## config.mk

```make
export PLATFORM = sky130hd
export DESIGN_NAME = rf_wb_arbiter_flat
export DESIGN_NICKNAME = d
export VERILOG_FILES = /design/src/rtl/rf_wb_arbiter_if.sv /design/src/rtl/rf_wb_arbiter.sv /design/src/flat_wrapper.sv
export SDC_FILE = /design/constraint.sdc
export NUM_CORES = 1
export LEC_CHECK = 0
export ABC_AREA = 0
export CAP_MARGIN = 20
export CORE_ASPECT_RATIO = 1.4
export CORE_MARGIN = 3
export CORE_UTILIZATION = 41
export CTS_CLUSTER_SIZE = 24
export DETAILED_ROUTE_END_ITERATION = 10
export GPL_ROUTABILITY_DRIVEN = 0
export PLACE_DENSITY = 0.85
export SYNTH_ARGS = -nofsm -noshare
export SYNTH_HDL_FRONTEND = slang
export SYNTH_SLANG_ARGS = --single-unit
```

## constraint.sdc

```tcl
create_clock -name clk -period 3.8 [get_ports clk]
set_input_delay 0.38 -clock clk [delete_from_list [all_inputs] [get_ports clk]]
set_output_delay 0.38 -clock clk [all_outputs]
set_load 0.05 [all_outputs]
```

## src/rtl/rf_wb_arbiter_if.sv

```systemverilog
// Requester-side handshake bundle for the register-file writeback arbiter.
// Two requesters (0 = ALU writeback, 1 = load / multi-cycle writeback) each
// present valid/rd/data and receive a combinational ready.
//   master : the requester side (drives valid/rd/data, samples ready)
//   slave  : the arbiter side (samples valid/rd/data, drives ready)
interface rf_wb_arbiter_if #(
  parameter int n = 32
);
  logic         req0_valid;
  logic [4:0]   req0_rd;
  logic [n-1:0] req0_data;
  logic         req0_ready;
  logic         req1_valid;
  logic [4:0]   req1_rd;
  logic [n-1:0] req1_data;
  logic         req1_ready;

  modport master (
    output req0_valid, req0_rd, req0_data,
    output req1_valid, req1_rd, req1_data,
    input  req0_ready, req1_ready
  );

  modport slave (
    input  req0_valid, req0_rd, req0_data,
    input  req1_valid, req1_rd, req1_data,
    output req0_ready, req1_ready
  );
endinterface

```

## src/rtl/rf_wb_arbiter.sv

```systemverilog
// Register-file writeback arbiter.
// Arbitrates two writeback requesters onto a single registered write port with
// round-robin priority, and can run a clear sequence that zeroes x1..x31 on 31
// consecutive cycles.
// Ports:
//   clk        : clock, all state updates on posedge
//   rst        : synchronous active-low reset
//   bus        : requester handshakes (slave side)
//   clr_start  : request to zero x1..x31
//   clr_busy   : clear sequence in progress
//   Wr_en      : registered write enable
//   rd         : registered write address
//   Wr_data    : registered write data
//   last_grant : index of most recently granted requester
module rf_wb_arbiter #(
  parameter int n = 32
) (
  input  logic             clk,
  input  logic             rst,
  rf_wb_arbiter_if.slave   bus,
  input  logic             clr_start,
  output logic             clr_busy,
  output logic             Wr_en,
  output logic [4:0]       rd,
  output logic [n-1:0]     Wr_data,
  output logic             last_grant
);

  typedef enum logic {ARB = 1'b0, CLEAR = 1'b1} state_t;

  state_t       state_reg, state_next;
  logic         prio_reg, prio_next;
  logic [4:0]   idx_reg, idx_next;
  logic         wr_en_reg, wr_en_next;
  logic [4:0]   rd_reg, rd_next;
  logic [n-1:0] data_reg, data_next;
  logic         last_reg, last_next;

  logic [1:0]   valid;
  logic [1:0]   ready;
  logic [4:0]   req_rd   [2];
  logic [n-1:0] req_data [2];
  logic         hs;
  logic         grant;

  assign valid       = {bus.req1_valid, bus.req0_valid};
  assign req_rd[0]   = bus.req0_rd;
  assign req_rd[1]   = bus.req1_rd;
  assign req_data[0] = bus.req0_data;
  assign req_data[1] = bus.req1_data;

  // A requester wins when it is alone or holds priority; clear requests and
  // reset block every grant, so at most one ready can be high.
  for (genvar gi = 0; gi < 2; gi++) begin : g_ready
    assign ready[gi] = rst && (state_reg == ARB) && !clr_start && valid[gi] &&
                       (!valid[1-gi] || (prio_reg == 1'(gi)));
  end

  assign bus.req0_ready = ready[0];
  assign bus.req1_ready = ready[1];
  assign hs             = |ready;
  assign grant          = ready[1];

  // State register (also holds the registered outputs and counters).
  always_ff @(posedge clk) begin
    if (!rst) begin
      state_reg <= ARB;
      prio_reg  <= 1'b0;
      idx_reg   <= 5'd0;
      wr_en_reg <= 1'b0;
      rd_reg    <= 5'd0;
      data_reg  <= '0;
      last_reg  <= 1'b0;
    end else begin
      state_reg <= state_next;
      prio_reg  <= prio_next;
      idx_reg   <= idx_next;
      wr_en_reg <= wr_en_next;
      rd_reg    <= rd_next;
      data_reg  <= data_next;
      last_reg  <= last_next;
    end
  end

  // Next-state logic.
  always_comb begin
    state_next = state_reg;
    case (state_reg)
      ARB:     if (clr_start) state_next = CLEAR;
      CLEAR:   if (idx_reg == 5'd31) state_next = ARB;
      default: state_next = ARB;
    endcase
  end

  // Output / datapath logic; rd and data hold whenever no write is issued.
  always_comb begin
    prio_next  = prio_reg;
    idx_next   = idx_reg;
    wr_en_next = 1'b0;
    rd_next    = rd_reg;
    data_next  = data_reg;
    last_next  = last_reg;
    case (state_reg)
      ARB: begin
        if (clr_start) begin
          idx_next = 5'd1;
        end else if (hs) begin
          prio_next = ~grant;
          last_next = grant;
          // A write to x0 is consumed but never reaches the register file.
          if (req_rd[grant] != 5'd0) begin
            wr_en_next = 1'b1;
            rd_next    = req_rd[grant];
            data_next  = req_data[grant];
          end
        end
      end
      CLEAR: begin
        wr_en_next = 1'b1;
        rd_next    = idx_reg;
        data_next  = '0;
        idx_next   = idx_reg + 5'd1;
      end
      default: ;
    endcase
  end

  assign clr_busy   = (state_reg == CLEAR);
  assign Wr_en      = wr_en_reg;
  assign rd         = rd_reg;
  assign Wr_data    = data_reg;
  assign last_grant = last_reg;

endmodule

```

## src/flat_wrapper.sv

```systemverilog
// flat-port wrapper written by rule: the top's interface ports become plain ports
module rf_wb_arbiter_flat 
#(
  parameter int n = 32
)
  (clk, rst, clr_start, clr_busy, Wr_en, rd, Wr_data, last_grant, bus_req0_valid, bus_req0_rd, bus_req0_data, bus_req1_valid, bus_req1_rd, bus_req1_data, bus_req0_ready, bus_req1_ready);
  rf_wb_arbiter_if #(.n(n)) bus_i ();
  input  logic clk;
  input  logic rst;
  input  logic clr_start;
  output logic clr_busy;
  output logic Wr_en;
  output logic [4:0] rd;
  output logic [n-1:0] Wr_data;
  output logic last_grant;
  input wire logic [$bits(bus_i.req0_valid)-1:0] bus_req0_valid;
  input wire logic [$bits(bus_i.req0_rd)-1:0] bus_req0_rd;
  input wire logic [$bits(bus_i.req0_data)-1:0] bus_req0_data;
  input wire logic [$bits(bus_i.req1_valid)-1:0] bus_req1_valid;
  input wire logic [$bits(bus_i.req1_rd)-1:0] bus_req1_rd;
  input wire logic [$bits(bus_i.req1_data)-1:0] bus_req1_data;
  output wire logic [$bits(bus_i.req0_ready)-1:0] bus_req0_ready;
  output wire logic [$bits(bus_i.req1_ready)-1:0] bus_req1_ready;
  assign bus_i.req0_valid = bus_req0_valid;
  assign bus_i.req0_rd = bus_req0_rd;
  assign bus_i.req0_data = bus_req0_data;
  assign bus_i.req1_valid = bus_req1_valid;
  assign bus_i.req1_rd = bus_req1_rd;
  assign bus_i.req1_data = bus_req1_data;
  assign bus_req0_ready = bus_i.req0_ready;
  assign bus_req1_ready = bus_i.req1_ready;
  rf_wb_arbiter #(.n(n)) u_core (.clk(clk), .rst(rst), .bus(bus_i), .clr_start(clr_start), .clr_busy(clr_busy), .Wr_en(Wr_en), .rd(rd), .Wr_data(Wr_data), .last_grant(last_grant));
endmodule
```

==> metrics.md, run 1 <==
| Metric | Value |
|---|---|
| Status | finished clean |
| Initial DRC count | 233 |
| Yosys top cell by area | dfxtp_1 |
| Worst Slack Setup Final | 889.2 ps |
| Root Buffer | clkbuf_8 |
| Data arrival, critical path | 3110 ps |
| Reg clk slew, reported paths | 90 ps |
| Initial antenna violation count | 0 |
| Antenna Cells | 0 |
| Syn_nets | around 340 |
| CP Capture Type | flip-flop |
| Die height | 91.77 µm |
| Place WS | 626.6 ps |
| # H-tree levels | 2 |
| Most numerous cell in the Yosys netlist | nand2_1 |
| Syn Std Cell Area | 2155 µm² |
| Hold Vio Cnt, Final | 0 |
| Util after Layout | 70.76% |
| Post-synth EDFFs | 0 |
| Post-CTS setup buffers | 0 |
| Core area | between 4000 and 5000 µm² |
| CTS Buf Count | 5 |
| # nets final | 450 |
| Drt pass-1 iters | 4 |
| Die width | 67.27 µm |
| GRT Total Usage | between 20% and 30% |
| Yosys warns | 0 |
| DP Wirelength | 4.878 mm |
| Total gr overflow | 0 |
| Post-synthesis sequential area ratio | between 40% and 50% |
| Netlist cell types | 38 |
| Max-cap violations | 0 |
| Hold_buf cts | 0 |
| Fmax | 343.6 MHz |
| Post-Synth Adder-Cell Area | about 1.2% |
| First-pass GRT wire length | 10.09 mm |
| CP Launch Type | primary input |
| Die ar. | around 6000 µm² |
| Post-synth top area share | 42.74% |
| Least-Margin Pin Slew | 528.1 ps |
| IO Pins | ~120 |
| RSZ-0062 raised after global routing | false |
| Top cell types by occurrence after synthesis | 65 x nand2_1, 46 x dfxtp_1, 28 x nor2_1 |
| Async SR Flop Fraction | 0% |
| Final count of negative-setup-slack endpoints | 0 |
| #FFs+latches synth | 46 |
| CTS max path bufs | 2 |
| Std-Cell Rows | 30 |
| Pleak | 0.001259 µW |
| Synth Area in Compound Gates | 20.44% |
| Synth Area per Inst | 8.416 µm² |
| Max Slew Vio Count | 0 |
| Worst skew pair latency | 290 ps |
| Crit share post-route | about three quarters |
| Post-route ant nets | 0 |
| TritonCTS clock tree | done |
| Clk sinks | 46 |
| DR WL/cell | 14.89 µm |
| Worst hold slack | 468.7 ps |
| # DRC | 0 |
| Mux contribution to synthesized area | a little over 5% |
| IO Port Bufs | 120 |
| Setup TNS | 0 ps |
| Slew HR | 64.69% |
| Synth Instances | ~260 |
| Xor-xnor portion of the synthesized cell area | 0% |
| Via/cell ratio | 5.291 |
| Max reg flops | 32 |
| Clock Skew | 4.860 ps |
| Tmin final | 2911 ps |
| Total length of routed wires | 6.446 mm |
| Power per cell area | around 330 nW/µm² |
| Main combinational cell family by area after synthesis | simple AND/OR/NAND/NOR gates |
| Number of global-route vias before repair | 2165 |
| Synth Area in Simple Gates | 25.67% |
| Synth-to-layout area growth | 62.72% |
| Starting density of the core | 43.48% |
| Gates resized, CTS repair | 0 |
| Layout cells sized above 1 | 8.130% |
| Synth top area cells | dfxtp_1 43%, nand2_1 11%, a311oi_1 8.5%, nor2_1 4.9%, mux2_2 4.2% |
| Ys flop type | dfxtp_1 |
| Total number of vias | 2291 |
| Worst Hold Class | reg2reg |
| Max Fanout on Critical Path | 42 |
| Largest net degree at the start of global routing | 43 |
| IR drop worst, VDD | 0.2526 mV |
| Worst Path Class, Setup | in2reg |
| WP data required | 3990 ps |
stage by stage:
step / area, µm² / std cells / power [µW]
after floorplan: 2155 / 256 / 673.2
after global placement: 3393 / 426 / 810.7
after detailed placement: 3393 / 426 / 815.0
after CTS: 3506 / 433 / 1176
after global routing: 3506 / 433 / 1220
final: 3506 / 433 / 1171
kinds of logic after synthesis:
family                   Yosys count
flip-flops                        46
AND/OR/NAND/NOR                  122
AO/OA/AOI/OAI                     53
buffers and inverters             23
adder cells (fa/ha/maj)            2
multiplexers                      10
cells in the final DEF, fill, tap and decap left out, types with 2 or more instances in the layout:
master	n
o211ai_1	5
a21oi_1	12
a311oi_1	21
o21ai_0	2
nand2_1	65
nor3b_1	3
or3b_1	9
mux2_2	8
nor3_1	3
mux2i_1	2
a222oi_1	3
dfxtp_1	46
a21boi_0	2
or3b_2	2
clkbuf_8	6
nor2_1	28
ha_1	2
nor2b_1	2
clkdlybuf4s50_1	118
buf_4	6
nand3_1	6
worst max-delay path, cell delays in order:
cell and delay [ps]:
clkdlybuf4s50_1 740, and2b_2 300, o2111ai_4 130, inv_4 250, a22o_2 490, buf_4 450
nor2_1 80, a311oi_1 280
area by class of cell:
| class | count | area (µm²) |
|---|---|---|
| sequential | 46 | 920.9 |
| clock inverter | 1 | 30.03 |
| fill | 422 | 1449 |
| timing repair buffer | 125 | 1246 |
| tap | 64 | 80.08 |
| inverter | 4 | 17.52 |
| clock buffer | 6 | 82.58 |
| multi-input combinational | 187 | 1129 |
final timing paths:
path | end | slack (ps) | cells after the start | start
max | u_core.Wr_data[0] | 890 | 8 | rst
min | u_core.last_grant | 470 | 2 | u_core.last_grant
max reg2reg | u_core.Wr_data[0] | 1180 | 8 | u_core.clr_busy
min reg2reg | u_core.last_grant | 470 | 2 | u_core.last_grant
metal layers:
layer  wire length [µm]  GRT usage (%)
met5                  0              0
met4                 53          5.076
met1               2469          24.03
met3                496          4.779
met2               3428          37.74
where the power goes:
part	switching [µW]	internal, µW	total [µW]
registers	12.5	503	516
logic	151	137	288
clock network	157	211	367
(Power assumes the default switching activity.)
==> run 2, diff against run 1 <==
--- a/config.mk
+++ b/config.mk
@@ -9,11 +9,11 @@
 export CAP_MARGIN = 20
 export CORE_ASPECT_RATIO = 1.4
 export CORE_MARGIN = 3
-export CORE_UTILIZATION = 41
+export CORE_UTILIZATION = 38
 export CTS_CLUSTER_SIZE = 24
 export DETAILED_ROUTE_END_ITERATION = 10
 export GPL_ROUTABILITY_DRIVEN = 0
-export PLACE_DENSITY = 0.85
+export PLACE_DENSITY = 0.8
 export SYNTH_ARGS = -nofsm -noshare
 export SYNTH_HDL_FRONTEND = slang
 export SYNTH_SLANG_ARGS = --single-unit
==> constraint.sdc (replaced) <==
create_clock -name clk -period 2.8 [get_ports clk]
set_input_delay 0.28 -clock clk [delete_from_list [all_inputs] [get_ports clk]]
set_output_delay 0.28 -clock clk [all_outputs]
set_load 0.05 [all_outputs]
==> metrics.md, run 2 (synthesis results as in run 1) <==
| Metric | Value |
|---|---|
| TritonCTS clock tree | done |
| Tmin final | 2330 ps |
| Final count of negative-setup-slack endpoints | 0 |
| Number of global-route vias before repair | 2244 |
| Status | finished clean |
| Hold_buf cts | 0 |
| Synth-to-layout area growth | 63.70% |
| Total number of vias | around 2.3k |
| Worst Hold Class | reg2reg |
| IR drop worst, VDD | 0.2648 mV |
| IO Pins | 121 |
| Die width | 69.64 µm |
| Fmax | roughly 430 MHz |
| # nets final | 454 |
| Via/cell ratio | 5.175 |
| Std-Cell Rows | 31 |
| # DRC | 0 |
| Least-Margin Pin Slew | between 500 and 600 ps |
| Root Buffer | clkbuf_8 |
| Register area | 920.9 µm² |
| Post-route ant nets | 0 |
| Non-filler cells, final | about 440 |
| CTS Buf Count | 5 |
| Hold Vio Cnt, Final | 0 |
| CP Capture Type | flip-flop |
| Fin area | 3527 µm² |
| Worst Path Class, Setup | reg2reg |
| Starting density of the core | 40.55% |
| Placed Instances | 432 |
| GRT Total Usage | 19.53% |
| Power per cell area | between 400 and 500 nW/µm² |
| Pleak | approximately 0.0013 µW |
| Core area | 5314 µm² |
| Antenna Cells | 0 |
| Slew HR | 65.16% |
| Max reg flops | 32 |
| Setup TNS | 0 ps |
| Commonest non-fill, non-tap cell in the layout | clkdlybuf4s50_1 |
| Die ar. | 6622 µm² |
| Worst Slack Setup Final | 470.5 ps |
| Max Fanout on Critical Path | 33 |
| # H-tree levels | 2 |
| Total gr overflow | 0 |
| Initial antenna violation count | 0 |
| Place WS | around 330 ps |
| Clk sinks | 46 |
| DP Wirelength | a little under 5 mm |
| First-pass GRT wire length | 10.58 mm |
| Placed Area | 3451 µm² |
| DR WL/cell | 15.04 µm |
| Most frequent cells in the layout | 118 x clkdlybuf4s50_1, 65 x nand2_1, 46 x dfxtp_1 |
| Crit share post-route | 83.20% |
| Clock Skew | 4.729 ps |
| Initial DRC count | 182 |
| IO Port Bufs | between 100 and 150 |
| Worst skew pair latency | 290 ps |
| CTS max path bufs | 2 |
| Layout cells sized above 1 | 8.579% |
| Fill count | 467 |
| WP data required | ~3000 ps |
| Data arrival, critical path | 2540 ps |
| Post-CTS setup buffers | 0 |
| RSZ-0062 raised after global routing | false |
| Gates resized, CTS repair | 0 |
| Reg clk slew, reported paths | about 80 ps |
| Combined area of the multi-input logic cells | between 1000 and 1500 µm² |
| CP Launch Type | flip-flop |
| Largest net degree at the start of global routing | 34 |
| Max Slew Vio Count | 0 |
| Total length of routed wires | 6.604 mm |
| Drt pass-1 iters | 4 |
| Die height | about 95 µm |
| Max-cap violations | 0 |
-- run 2: layout make-up --
class                           count  area share (%)
Timing Repair Buffer              129           36.89
Sequential cell                    46           26.11
Tap cell                           66           2.341
Inverter                            4          0.4966
Multi-Input combinational cell    187           32.00
Clock buffer                        7           2.164
-- run 2: worst max-delay path, cell delays in order, from the launching register on --
cell	delay (ps)
dfxtp_1	610
and2b_2	350
o2111ai_4	100
inv_4	40
a22o_2	320
buf_12	190
or3b_2	440
a21boi_0	190
-- run 2: metal layers --
metal	vias up	wire length (µm)	GRT usage, %
li1	1137	-	-
met1	1044	2751	23.85
met2	83	3344	35.03
met3	8	453	4.747
met4	0	55	4.153
met5	-	0	0
-- run 2: path summary, 6_finish.rpt --
kind | slack (ps) | startpoint | endpoint | cells after the start
max | 470 | u_core.clr_busy | u_core.rd[4] | 7
max reg2reg | 470 | u_core.clr_busy | u_core.rd[4] | 7
min reg2reg | 470 | u_core.last_grant | u_core.last_grant | 2
min | 470 | u_core.last_grant | u_core.last_grant | 2
-- run 2: power breakdown --
part           switching, µW  internal (µW)
clock                    204            172
sequential              20.1            683
combinational            202            192
-- run 2: stage by stage --
step                hold WS (ps)  total power (µW)  utilization [%]
global placement           441.7              1108            64.94
detailed placement         456.2              1113            64.94
finish                     467.4              1474            66.38
CTS                        467.7              1486            66.38
global route               478.4              1543            66.38
floorplan                  413.7             913.7                -
==> run 3, diff against run 2 <==
==> constraint.sdc (replaced) <==
create_clock -name clk -period 2.4 [get_ports clk]
set_input_delay 0.24 -clock clk [delete_from_list [all_inputs] [get_ports clk]]
set_output_delay 0.24 -clock clk [all_outputs]
set_load 0.05 [all_outputs]
==> metrics.md, run 3 (synthesis results as in run 1) <==
| Metric | Value |
|---|---|
| CP bufs+invs | 2 |
| Clock Skew | 4.761 ps |
| Starting density of the core | 40.55% |
| GR met1 Demand/Resource | 23.63% |
| Gates resized, CTS repair | 0 |
| Data arrival, critical path | 2270 ps |
| Setup TNS | 0 ps |
| Tmin final | 2071 ps |
| Total length of routed wires | around 6.6 mm |
| IO Pins | 121 |
| Pleak | around 0.0013 µW |
| Worst path max stage delay | between 300 and 400 ps |
| Die height | 95.10 µm |
| Fill count | ~440 |
| Total gr overflow | 0 |
| # nets final | ~460 |
| Final count of negative-setup-slack endpoints | 0 |
| Crit share post-route | between 80% and 90% |
| CP most frequent cell | buf_4 |
| TritonCTS clock tree | done |
| Post-CTS setup buffers | 0 |
| Max reg flops | 32 |
| Clk sinks | 46 |
| GRT Total Usage | 19.97% |
| Gr busiest metal | met2 |
| Number of global-route vias before repair | 2285 |
| Via/cell ratio | 5.223 |
| Die width | 69.64 µm |
| Commonest non-fill, non-tap cell in the layout | clkdlybuf4s50_1 |
| Initial DRC count | 141 |
| Largest net degree at the start of global routing | 39 |
| RSZ-0062 raised after global routing | false |
| Worst skew pair latency | just under 300 ps |
| Initial antenna violation count | 0 |
| # H-tree levels | 2 |
| Worst Hold Class | reg2reg |
| First-pass GRT wire length | ~11 mm |
| Max Fanout on Critical Path | 21 |
| Max-cap violations | 0 |
| # DRC | 0 |
| Post-route ant nets | 0 |
| Core area | 5314 µm² |
| Least-Margin Pin Slew | about 530 ps |
| Drt pass-1 iters | 4 |
| Non-filler cells, final | 443 |
| IR drop worst, VDD | about 0.34 mV |
| Status | finished clean |
| Max Slew Vio Count | 0 |
| Die ar. | around 6600 µm² |
| Met3 Use GR | 4.325% |
| WP data required | 2600 ps |
| Total number of vias | 2314 |
| CP Launch Type | flip-flop |
| Slowest stage cell, crit path | dfxtp_1 |
| CP Capture Type | flip-flop |
| DR WL/cell | about 15 µm |
| Most frequent cells in the layout | 117 x clkdlybuf4s50_1, 65 x nand2_1, 46 x dfxtp_1 |
| Slew HR | 64.65% |
| Reg clk slew, reported paths | 90 ps |
| Worst path cell trace | buf_4, nand2b_1, a2111oi_4, a22o_2, buf_4, nor2_1, a311oi_1 |
| CTS Buf Count | 5 |
| Placed Instances | 435 |
| Power per cell area | 518.2 nW/µm² |
| Fmax | just under 500 MHz |
| Antenna Cells | 0 |
| Layout cells sized above 1 | 10.34% |
| Synth-to-layout area growth | 66.38% |
| DP Wirelength | 5.005 mm |
| Hold Vio Cnt, Final | 0 |
| Hold_buf cts | 0 |
| Met2 Use GR | 36.62% |
| Crit-path leading delay family | compound AO/OA/AOI/OAI gates |
| Std-Cell Rows | 31 |
| CTS max path bufs | 2 |
| Worst Path Class, Setup | reg2reg |
| IO Port Bufs | 120 |
| Root Buffer | clkbuf_8 |
run 3: final timing paths:
| check | depth (start not counted) | endpoint | startpoint | slack (ps) |
|---|---|---|---|---|
| setup / recovery | 7 | u_core.Wr_data[12] | u_core.clr_busy | 330 |
| hold / removal | 2 | u_core.last_grant | u_core.last_grant | 470 |
| setup reg to reg | 7 | u_core.Wr_data[12] | u_core.clr_busy | 330 |
| hold reg to reg | 2 | u_core.last_grant | u_core.last_grant | 470 |
run 3: metrics by stage:
step	total power (µW)	hold slack, ps	cell area [µm²]	utilization [%]	setup WS (ps)
final	1857	467.6	3585	67.46	329.3
after global routing	1942	500.5	3585	67.46	145.6
after CTS	1878	477.2	3585	67.46	300.2
after detailed placement	1301	463.3	3471	65.32	177.2
after global placement	1296	453.2	3471	65.32	234.3
after floorplan	1066	373.7	2155	-	229.3
run 3: metal layers:
layer / vias up / part of all wire [%]
li1: 1146 / -
met1: 1056 / 40
met2: 102 / 51
met3: 10 / 7.8
met4: 0 / 1.5
met5: - / 0
run 3: area by class of cell:
class / instances / area, µm² / area share [%]
clock inverter: 3 / 45.04 / 1.257
multi-input combinational: 187 / 1129 / 31.48
tap: 66 / 82.58 / 2.304
sequential: 46 / 920.9 / 25.69
clock buffer: 5 / 68.82 / 1.920
inverter: 4 / 17.52 / 0.4887
timing repair buffer: 132 / 1321 / 36.86
run 3: power by group:
group	leakage (µW)	internal, µW	switching (µW)
combinational	0.000869	227	238
clock	0.0000504	310	266
sequential	0.000375	797	20.7
run 3: worst register-to-register path: cells and delay by family (launching register included):
| family | cells | cell delay, ps |
|---|---|---|
| AO/OA/AOI/OAI | 3 | 890 |
| AND/OR/NAND/NOR | 2 | 280 |
| buffers and inverters | 2 | 460 |
| flip-flops | 1 | 350 |
